[config.mk]
export PLATFORM = sky130hd
export DESIGN_NAME = stopwatch_counter_flat
export DESIGN_NICKNAME = d
export VERILOG_FILES = /design/src/rtl/stopwatch_counter_pkg.sv /design/src/rtl/stopwatch_counter_if.sv /design/src/rtl/stopwatch_counter_edge_sync.sv /design/src/rtl/stopwatch_counter.sv /design/src/flat_wrapper.sv
export SDC_FILE = /design/constraint.sdc
export NUM_CORES = 1
export LEC_CHECK = 0
export CAP_MARGIN = 10
export CORE_MARGIN = 1
export CORE_UTILIZATION = 50
export DETAILED_ROUTE_END_ITERATION = 8
export PLACE_DENSITY_LB_ADDON = 0.3
export SETUP_SLACK_MARGIN = 0.05
export SYNTH_ARGS = -nofsm -noshare
export SYNTH_HDL_FRONTEND = slang
export SYNTH_SLANG_ARGS = --single-unit
[constraint.sdc]
create_clock -name sclk -period 2.6 [get_ports sclk]
set_clock_uncertainty 0.05 [all_clocks]
set_input_delay 0.78 -clock sclk [delete_from_list [all_inputs] [get_ports sclk]]
set_output_delay 0.78 -clock sclk [all_outputs]
set_load 0.1 [all_outputs]
[src/rtl/stopwatch_counter_pkg.sv]
// Shared state type, BCD digit type and BCD helpers for the MM:SS stopwatch core.
package stopwatch_pkg;

  typedef enum logic [1:0] {
    PAUSED = 2'd0,
    RUN    = 2'd1,
    ADJUST = 2'd2
  } sw_state_t;

  typedef logic [3:0] bcd_t;

  localparam logic [6:0] SEC_MAX = 7'd59;
  localparam bcd_t       BCD_MAX = 4'd9;

  function automatic logic [6:0] bcd_value(bcd_t tens, bcd_t ones);
    return {3'b000, tens} * 7'd10 + {3'b000, ones};
  endfunction

  // Two-digit BCD increment that wraps to 00 once the field reaches max_val.
  function automatic logic [7:0] bcd_wrap_inc(bcd_t tens, bcd_t ones, logic [6:0] max_val);
    logic [7:0] r;
    if (bcd_value(tens, ones) >= max_val) begin
      r = 8'h00;
    end else if (ones == BCD_MAX) begin
      r = {tens + 4'd1, 4'd0};
    end else begin
      r = {tens, ones + 4'd1};
    end
    return r;
  endfunction

endpackage

[src/rtl/stopwatch_counter_if.sv]
// Divider levels, buttons and switches in; BCD digits and status out of the stopwatch core.
interface stopwatch_counter_if;
  import stopwatch_pkg::*;

  logic clk_1hz;
  logic clk_2hz;
  logic clk_400hz;
  logic btn_pause;
  logic btn_clear;
  logic sw_adj;
  logic sw_sel;
  bcd_t min_tens;
  bcd_t min_ones;
  bcd_t sec_tens;
  bcd_t sec_ones;
  logic running;
  logic blank_sel;

  modport master (
    output clk_1hz, clk_2hz, clk_400hz, btn_pause, btn_clear, sw_adj, sw_sel,
    input  min_tens, min_ones, sec_tens, sec_ones, running, blank_sel
  );

  modport slave (
    input  clk_1hz, clk_2hz, clk_400hz, btn_pause, btn_clear, sw_adj, sw_sel,
    output min_tens, min_ones, sec_tens, sec_ones, running, blank_sel
  );

endinterface

[src/rtl/stopwatch_counter_edge_sync.sv]
// Two-flop synchronizer plus a registered single-cycle pulse on the synchronized rising edge.
module edge_sync (
  input  logic sclk,
  input  logic rst,
  input  logic async_in,
  output logic level,
  output logic rise
);

  logic meta_q;
  logic sync_q;
  logic prev_q;
  logic rise_q;
  logic rise_d;

  always_comb rise_d = sync_q & ~prev_q;

  always_ff @(posedge sclk or negedge rst) begin
    if (!rst) begin
      meta_q <= 1'b0;
      sync_q <= 1'b0;
      prev_q <= 1'b0;
      rise_q <= 1'b0;
    end else begin
      meta_q <= async_in;
      sync_q <= meta_q;
      prev_q <= sync_q;
      rise_q <= rise_d;
    end
  end

  assign level = sync_q;
  assign rise  = rise_q;

endmodule

[src/rtl/stopwatch_counter.sv]
// MM:SS BCD stopwatch core: run/pause/adjust FSM and BCD counter chain.
// Define STOPWATCH_DEBOUNCE_EN to debounce the buttons on the 400 Hz tick.
module stopwatch_counter
  import stopwatch_pkg::*;
#(
  parameter int MIN_MAX        = 59,
  parameter int DEBOUNCE_TICKS = 4
) (
  input logic                sclk,
  input logic                rst,
  stopwatch_counter_if.slave sw
);

  localparam logic [6:0] MIN_LIMIT = 7'(MIN_MAX);

  logic tick_1hz, lvl_1hz;
  logic tick_2hz, lvl_2hz;
  logic pause_rise, pause_lvl;
  logic clear_rise, clear_lvl;
  logic adj_rise, adj_lvl;
  logic sel_rise, sel_lvl;
  logic press_pause, press_clear;
  logic unused_sigs;

  edge_sync u_sync_1hz   (.sclk(sclk), .rst(rst), .async_in(sw.clk_1hz),   .level(lvl_1hz),   .rise(tick_1hz));
  edge_sync u_sync_2hz   (.sclk(sclk), .rst(rst), .async_in(sw.clk_2hz),   .level(lvl_2hz),   .rise(tick_2hz));
  edge_sync u_sync_pause (.sclk(sclk), .rst(rst), .async_in(sw.btn_pause), .level(pause_lvl), .rise(pause_rise));
  edge_sync u_sync_clear (.sclk(sclk), .rst(rst), .async_in(sw.btn_clear), .level(clear_lvl), .rise(clear_rise));
  edge_sync u_sync_adj   (.sclk(sclk), .rst(rst), .async_in(sw.sw_adj),    .level(adj_lvl),   .rise(adj_rise));
  edge_sync u_sync_sel   (.sclk(sclk), .rst(rst), .async_in(sw.sw_sel),    .level(sel_lvl),   .rise(sel_rise));

`ifdef STOPWATCH_DEBOUNCE_EN
  localparam int CNT_W = $clog2(DEBOUNCE_TICKS + 1);

  logic                  tick_400, lvl_400;
  logic [1:0]            btn_lvl;
  logic [1:0][CNT_W-1:0] db_cnt_q, db_cnt_d;
  logic [1:0]            press_q, press_d;

  edge_sync u_sync_400 (.sclk(sclk), .rst(rst), .async_in(sw.clk_400hz), .level(lvl_400), .rise(tick_400));

  assign btn_lvl = {clear_lvl, pause_lvl};

  // A low sample restarts the count; the press fires once as the count first reaches DEBOUNCE_TICKS.
  always_comb begin
    db_cnt_d = db_cnt_q;
    press_d  = 2'b00;
    for (int i = 0; i < 2; i++) begin
      if (tick_400) begin
        if (!btn_lvl[i]) begin
          db_cnt_d[i] = '0;
        end else if (db_cnt_q[i] != CNT_W'(DEBOUNCE_TICKS)) begin
          db_cnt_d[i] = db_cnt_q[i] + 1'b1;
          press_d[i]  = (db_cnt_q[i] == CNT_W'(DEBOUNCE_TICKS - 1));
        end
      end
    end
  end

  always_ff @(posedge sclk or negedge rst) begin
    if (!rst) begin
      db_cnt_q <= '0;
      press_q  <= 2'b00;
    end else begin
      db_cnt_q <= db_cnt_d;
      press_q  <= press_d;
    end
  end

  assign press_pause = press_q[0];
  assign press_clear = press_q[1];
  assign unused_sigs = ^{lvl_1hz, adj_rise, sel_rise, pause_rise, clear_rise, lvl_400};
`else
  assign press_pause = pause_rise;
  assign press_clear = clear_rise;
  assign unused_sigs = ^{lvl_1hz, adj_rise, sel_rise, pause_lvl, clear_lvl, sw.clk_400hz, DEBOUNCE_TICKS};
`endif

  sw_state_t  state_q, state_d;
  sw_state_t  saved_q, saved_d;
  sw_state_t  toggled;
  bcd_t       min_tens_q, min_tens_d;
  bcd_t       min_ones_q, min_ones_d;
  bcd_t       sec_tens_q, sec_tens_d;
  bcd_t       sec_ones_q, sec_ones_d;
  logic       running_q, running_d;
  logic       blank_q, blank_d;
  logic [7:0] sec_next;
  logic [7:0] min_next;

  // ADJUST remembers which of RUN/PAUSED to resume; pause presses are ignored while adjusting.
  always_comb begin
    state_d = state_q;
    saved_d = saved_q;
    toggled = (state_q == RUN) ? PAUSED : RUN;
    if (state_q == ADJUST) begin
      if (!adj_lvl) state_d = saved_q;
    end else begin
      if (!press_pause) toggled = state_q;
      if (adj_lvl) begin
        saved_d = toggled;
        state_d = ADJUST;
      end else begin
        state_d = toggled;
      end
    end
  end

  // Clear outranks any tick; only the tick belonging to the current state is honoured.
  always_comb begin
    min_tens_d = min_tens_q;
    min_ones_d = min_ones_q;
    sec_tens_d = sec_tens_q;
    sec_ones_d = sec_ones_q;
    sec_next   = bcd_wrap_inc(sec_tens_q, sec_ones_q, SEC_MAX);
    min_next   = bcd_wrap_inc(min_tens_q, min_ones_q, MIN_LIMIT);
    if (press_clear) begin
      min_tens_d = '0;
      min_ones_d = '0;
      sec_tens_d = '0;
      sec_ones_d = '0;
    end else if (state_q == RUN && tick_1hz) begin
      {sec_tens_d, sec_ones_d} = sec_next;
      if (bcd_value(sec_tens_q, sec_ones_q) >= SEC_MAX) begin
        {min_tens_d, min_ones_d} = min_next;
      end
    end else if (state_q == ADJUST && tick_2hz) begin
      if (sel_lvl) {min_tens_d, min_ones_d} = min_next;
      else         {sec_tens_d, sec_ones_d} = sec_next;
    end
    running_d = (state_d == RUN);
    blank_d   = (state_d == ADJUST) & ~lvl_2hz;
  end

  always_ff @(posedge sclk or negedge rst) begin
    if (!rst) begin
      state_q    <= PAUSED;
      saved_q    <= PAUSED;
      min_tens_q <= '0;
      min_ones_q <= '0;
      sec_tens_q <= '0;
      sec_ones_q <= '0;
      running_q  <= 1'b0;
      blank_q    <= 1'b0;
    end else begin
      state_q    <= state_d;
      saved_q    <= saved_d;
      min_tens_q <= min_tens_d;
      min_ones_q <= min_ones_d;
      sec_tens_q <= sec_tens_d;
      sec_ones_q <= sec_ones_d;
      running_q  <= running_d;
      blank_q    <= blank_d;
    end
  end

  assign sw.min_tens  = min_tens_q;
  assign sw.min_ones  = min_ones_q;
  assign sw.sec_tens  = sec_tens_q;
  assign sw.sec_ones  = sec_ones_q;
  assign sw.running   = running_q;
  assign sw.blank_sel = blank_q;

endmodule
[src/flat_wrapper.sv]
// flat-port wrapper written by rule: the top's interface ports become plain ports
module stopwatch_counter_flat import stopwatch_pkg::*;
#(
  parameter int MIN_MAX        = 59,
  parameter int DEBOUNCE_TICKS = 4
)
  (sclk, rst, sw_clk_1hz, sw_clk_2hz, sw_clk_400hz, sw_btn_pause, sw_btn_clear, sw_sw_adj, sw_sw_sel, sw_min_tens, sw_min_ones, sw_sec_tens, sw_sec_ones, sw_running, sw_blank_sel);
  stopwatch_counter_if sw_i ();
  input logic sclk;
  input logic rst;
  input wire logic [$bits(sw_i.clk_1hz)-1:0] sw_clk_1hz;
  input wire logic [$bits(sw_i.clk_2hz)-1:0] sw_clk_2hz;
  input wire logic [$bits(sw_i.clk_400hz)-1:0] sw_clk_400hz;
  input wire logic [$bits(sw_i.btn_pause)-1:0] sw_btn_pause;
  input wire logic [$bits(sw_i.btn_clear)-1:0] sw_btn_clear;
  input wire logic [$bits(sw_i.sw_adj)-1:0] sw_sw_adj;
  input wire logic [$bits(sw_i.sw_sel)-1:0] sw_sw_sel;
  output wire logic [$bits(sw_i.min_tens)-1:0] sw_min_tens;
  output wire logic [$bits(sw_i.min_ones)-1:0] sw_min_ones;
  output wire logic [$bits(sw_i.sec_tens)-1:0] sw_sec_tens;
  output wire logic [$bits(sw_i.sec_ones)-1:0] sw_sec_ones;
  output wire logic [$bits(sw_i.running)-1:0] sw_running;
  output wire logic [$bits(sw_i.blank_sel)-1:0] sw_blank_sel;
  assign sw_i.clk_1hz = sw_clk_1hz;
  assign sw_i.clk_2hz = sw_clk_2hz;
  assign sw_i.clk_400hz = sw_clk_400hz;
  assign sw_i.btn_pause = sw_btn_pause;
  assign sw_i.btn_clear = sw_btn_clear;
  assign sw_i.sw_adj = sw_sw_adj;
  assign sw_i.sw_sel = sw_sw_sel;
  assign sw_min_tens = sw_i.min_tens;
  assign sw_min_ones = sw_i.min_ones;
  assign sw_sec_tens = sw_i.sec_tens;
  assign sw_sec_ones = sw_i.sec_ones;
  assign sw_running = sw_i.running;
  assign sw_blank_sel = sw_i.blank_sel;
  stopwatch_counter #(.MIN_MAX(MIN_MAX), .DEBOUNCE_TICKS(DEBOUNCE_TICKS)) u_core (.sclk(sclk), .rst(rst), .sw(sw_i));
endmodule
## Yosys cells after proc, flatten, opt, wreduce, memory -nomap -nowiden

Cells that the tools add are included.

| storage, ports and cells | value |
|---|---|
| bits in registers | 42 |
| bits of input ports | 9 |
| output and inout bits | 18 |
| logic and storage cells | 91 |

| operators by class | value |
|---|---|
| add/subtract/negate cells | 6 |
| $mul | 2 |
| $lt $le $gt $ge | 2 |
| equality and inequality tests | 8 |
| mux-type cells | 27 |
| bitwise logic cells | 11 |
| reduce and logical (&&, ||, !) cells | 7 |

Operator list:

| cell | number |
|---|---|
| $mux 4 | 18 |
| $mux 8 | 4 |
| $add 4x1->4 const B | 4 |
| $add 7x4->7 | 2 |
| $ge 7x6->1 const B | 2 |
| $mul 4x3->6 const B | 2 |
| $eq 4x4->1 const B | 2 |
| $mux 2 | 4 |
| $not 1->1 | 6 |
| $reduce_bool 3->1 | 2 |
| $and 1x1->1 | 5 |
| $eq 2x1->1 const B | 2 |
| $eq 2x2->1 const B | 2 |
| $reduce_and 2->1 | 2 |
| $ne 3x1->1 const B | 1 |
| $ne 3x2->1 const B | 1 |
| $reduce_and 3->1 | 1 |
| $logic_and 1x1->1 | 2 |
| $mux 1 | 1 |

## Depth between registers and ports, before layout

| depth | value |
|---|---|
| word-level depth | 8 |
| depth in mapped cells | 9 |
| gate-level depth less buffers | 9 |

## Cells and area by module

Synthesis repeated with hierarchy kept, for this count alone.

| second synthesis, totals | value |
|---|---|
| cell total of the unflattened synthesis | 197 |
| area, all modules | 2334.7 um2 |

Modules (own cells, without submodules):

| module | instances | cells an instance | area each (um2) | seq. area each (um2) |
|---|---|---|---|---|
| stopwatch_counter | 1 | 167 | 1651.6 | 550.5 |
| edge_sync | 6 | 5 | 113.9 | 100.1 |

## Worst setup path before layout

OpenSTA, ideal clock, no wires.

| timing path | value |
|---|---|
| path kind | reg2reg |
| start | register u_core.sec_tens_q[1] (netlist: u_core.sw.sec_tens[1]) |
| end | register u_core.min_tens_q[3] (netlist: u_core.sw.min_tens[3]) |
| library setup time | 126 ps |
| data arrival time | 3246 ps |
| required time | 2424 ps |
| path slack | -822 ps |
| stages on the path, launching flop included | 10 |
| buffers on the path | 0 |
| period minus slack after synthesis | 3422 ps |
| cells stage by stage | dfrtp_1 ha_1 ha_1 fa_1 xnor2_1 nor2b_1 mux2i_1 a211oi_2 or2_1 a221o_1 |

| on the way | value |
|---|---|
| longest elaborated chain between the ends | 5 |

RTL lines:

| what | line | source |
|---|---|---|
| start: declaration | stopwatch_counter.sv:84 | `bcd_t sec_tens_q, sec_tens_d;` |
| start signal: assignment | stopwatch_counter.sv:150 | `sec_tens_q <= sec_tens_d;` |
| $mul 4x3->6 | stopwatch_counter_pkg.sv:16 | `return {3'b000, tens} * 7'd10 + {3'b000, ones};` |
| $add 7x4->7 | stopwatch_counter_pkg.sv:16 |  |
| $ge 7x6->1 | stopwatch_counter.sv:124 | `if (bcd_value(sec_tens_q, sec_ones_q) >= SEC_MAX) begin` |
| $ne 3x2->1 (no line) | - |  |
| $reduce_and 3->1 (no line) | - |  |
| end signal: assignment | stopwatch_counter.sv:148 | `min_tens_q <= min_tens_d;` |
| end: declaration | stopwatch_counter.sv:82 | `bcd_t min_tens_q, min_tens_d;` |

No other way between the ends.
A chain may end at the register's enable or synchronous reset.

## Worst setup path after layout

| timing path | value |
|---|---|
| start | register u_core.sec_tens_q[1] (netlist: u_core.sw.sec_tens[1]) |
| end | register u_core.min_tens_q[2] (netlist: u_core.sw.min_tens[2]) |

Same word-level chain as after synthesis.

==> out/summary.txt <==
drt drc = 0
Final Critical Period = 2.77 ns
post-route ant nets = 0
Worst path max stage delay = 0.57 ns
unique cell type count in the Yosys netlist = 47
Design Area, Final = 2970 sq um
TritonCTS clock tree = built
multi-input combinational cell area = 1240 sq um
total number of vias = 1672
Ant. Diodes = 0
Hold Vio Cnt, Final = 0
Critical Path AT = 2.91 ns
initial antenna violation count = 0
DR WL/cell = 14.0 um
chip width = 68.6 um
Crit-path slowest cell = fa_2
CTS Hold Bufs = 0
FP Rows = 23
post-DP HPWL = 3210 um
CP Cell Sequence = ha_4, ha_4, fa_2, xor2_1, o22ai_2, a211oi_4, nor3b_4, buf_6, a221o_1
Finish-stage setup viols = 16
post-synthesis mux area share = 0.451%
full die area = 4710 sq um
GRT Util Overall = 21.8%
worst hold path type = reg2reg
clk sinks = 42
largest family of logic cells by synthesized area = compound AO/OA/AOI/OAI gates
Crit Path Class = reg2reg
Post-Route WL = 4330 um
Initial Utilization = 53.9%
failing checks = negative setup slack
Mapped Area = 2220 sq um
Main synth FF type = dfrtp_1
Synth Area in Compound Gates = 16.5%
final period utilization = 106%
switching power = 1.04 mW
Max Cap Violations = 0
Worst Path Buf+Inv = 1
vias in the first global route = 1644
total power = 2.31 mW
latest clock arrival within the worst-skew pair = 0.30 ns
Die H = 68.6 um
maximum VDD drop = 0.000782 V
post-synthesis average cell area = 11.1 sq um
synth warn = 0
post-synthesis cell count = 199
#FFs+latches synth = 42
clk buf depth = 2
clock power share = 18.7%
Startpoint Class = flip-flop
post-synthesis simple-gate area fraction = 15.5%
Iter 0 DRT Violations = 47
final-stage net count = 291
Cell Int Power = 1.27 mW
PortBufs = 25
Worst EP required = 2.74 ns
H-tree depth = 2
fillcell total = 294
worst-path maximum fanout = 4
Crit. End Element = flip-flop
Reg2Reg Setup Slack = -0.17 ns
first-pass GRT wire length = 7380 um
Slew headroom = 70.8%
Worst Max-Slew Pin Slew = 0.435 ns
Setup WS post-layout = -0.167 ns
f_max = 361 MHz
Post-Synth Adder-Cell Area = 14.9%
number of CTS-inserted buffers = 5
Pleak = 1.35 nW
Core Footprint = 4120 sq um
Pins Over Slew Limit = 0
status = finished with violations
CP most frequent cell = ha_4
num ports = 27
Reg power frac = 37.1%
fraction of registers with async set/reset = 100%
layout cells sized above 1 = 39.0%
Placer Congestion = 0.791
vias per inst = 5.41
GRT overflow = 0
Power Dens Cells = 780 nW/um^2
root buffer cell = clkbuf_8
EDFF count, synth = 0
Worst-path clk slew = 0.08 ns
FF+latch area = 1090 sq um
placed cell areas = 2800 sq um
Pre-antenna DRT Iters = 6
Crit path max-delay family = adder cells
post-synthesis sequential area ratio = 47.4%
Comb power frac = 44.2%
RSZ-0062 raised after global routing = true
post-synthesis xor/xnor area fraction = 2.76%
area grow syn2layout = 33.8%
largest net degree at the start of global routing = 29
Syn Nets = 232
sw frac = 45.0%
-- stage by stage --
| step | setup WS, ns | utilization [%] | std cells | TNS [ns] | hold WS (ns) |
|---|---|---|---|---|---|
| final | -0.167 | 72.1 | 309 | -1.60 | 0.301 |
| after global placement | -0.199 | 68.1 | 301 | -1.39 | 0.282 |
| after floorplan | -0.258 | - | 199 | -2.02 | 0.281 |
| after global routing | -0.259 | 72.1 | 309 | -3.04 | 0.310 |
| after CTS | -0.156 | 72.1 | 309 | -1.52 | 0.306 |
| after detailed placement | -0.225 | 68.1 | 301 | -2.03 | 0.286 |
-- sequential cells by signal, indices dropped and copies added, names as in the netlist, 2 cells and up --
register / count
u_core.sw.min_ones: 4
u_core.sw.min_tens: 4
u_core.sw.sec_ones: 4
u_core.sw.sec_tens: 4
u_core.saved_q: 2
u_core.state_q: 2
-- worst reg2reg max path, cell delays in order, from the launching register on --
cell and delay, ns:
dfrtp_4 0.50, ha_4 0.25, ha_4 0.15, fa_2 0.57, xor2_1 0.20, o22ai_2 0.14
a211oi_4 0.31, nor3b_4 0.08, buf_6 0.13, a221o_1 0.28
-- layout by cell type (no fill, tap or decap), types with 3 or more instances in the layout --
cell and n:
buf_4 41, dfrtp_1 30, nor2_1 15, ha_1 14
inv_1 13, nand2_1 11, a21oi_1 8, dfrtp_4 8
nor2b_1 6, clkdlybuf4s50_1 6, xnor2_1 5, a22o_1 5
clkbuf_8 5, buf_6 5, o21ai_0 4, nand2b_1 4
nand3_1 4, ha_4 4, dfrtp_2 4, nor3b_1 3
nor3_1 3, o22ai_2 3, a21oi_2 3, a31oi_1 3
nand4_1 3, o31ai_1 3
-- routing by layer --
layer	GRT usage, %	routed length [um]	vias up
met5	0	0	-
met4	9.11	68	0
met3	4.11	137	9
met2	35.9	2080	33
met1	27.9	2050	799
li1	-	-	831
-- final cells by class --
type / count / share of cell area [%]
Multi-Input combinational cell: 142 / 41.9
Sequential cell: 42 / 36.6
Timing Repair Buffer: 53 / 14.5
Clock buffer: 5 / 2.32
Tap cell: 50 / 2.11
Inverter: 14 / 1.77
Clock inverter: 3 / 0.801
-- worst paths after layout --
path	start	depth (start not counted)	to
worst min-delay path	u_core.u_sync_clear.meta_q$_DFF_PN0_	0	u_core.u_sync_clear.level$_DFF_PN0_
max in group asynchronous	rst	2	u_core.sw.sec_tens[1]$_DFFE_PN0P_
worst max-delay path	u_core.sw.sec_tens[1]$_DFFE_PN0P_	9	u_core.sw.min_tens[2]$_DFFE_PN0P_
worst max register to register	u_core.sw.sec_tens[1]$_DFFE_PN0P_	9	u_core.sw.min_tens[2]$_DFFE_PN0P_
min in group asynchronous	rst	1	u_core.sw.sec_tens[0]$_DFFE_PN0P_
worst min register to register	u_core.u_sync_clear.meta_q$_DFF_PN0_	0	u_core.u_sync_clear.level$_DFF_PN0_
-- power groups by stage --
| stage | clock, mW | combinational [mW] | sequential [mW] |
|---|---|---|---|
| 6_report | 0.432 | 1.02 | 0.859 |
| 5_1_grt | 0.473 | 1.10 | 0.875 |
| 4_1_cts | 0.445 | 1.02 | 0.860 |
| 3_5_place_dp | 0 | 0.997 | 0.872 |
| 3_3_place_gp | 0 | 0.979 | 0.868 |
| 2_1_floorplan | 0 | 0.299 | 1.27 |
-- logic make-up after synthesis --
family                   Yosys count
flip-flops                        42
AND/OR/NAND/NOR                   63
adder cells (fa/ha/maj)           24
multiplexers                       1
XOR/XNOR                           7
AO/OA/AOI/OAI                     47
buffers and inverters             15
-- synth_stat cells, types with 3 or more instances --
library cell | n | share of area, %
dfrtp_1 | 42 | 47
ha_1 | 20 | 11
nor2_1 | 15 | 2.5
inv_1 | 13 | 2.2
nand2_1 | 13 | 2.2
a21oi_1 | 10 | 2.3
nor2b_1 | 6 | 1.7
xnor2_1 | 6 | 2.4
a22o_1 | 5 | 2.0
o21ai_0 | 5 | 1.1
fa_1 | 4 | 3.6
nand2b_1 | 4 | 1.1
nand3_1 | 4 | 0.90
a31oi_1 | 3 | 0.85
nand4_1 | 3 | 0.85
nor3_1 | 3 | 0.68
nor3b_1 | 3 | 1.0
o22ai_1 | 3 | 0.85
o31ai_1 | 3 | 1.0
-- timing repair --
item / in CTS / in global routing
endpoints found under the setup margin: 16 / 16
pin swaps: 17 / 2
resized for setup: 16 / 1
buffers inserted: 1 / 0
gates cloned: 0 / 0
(Power assumes the default switching activity.)
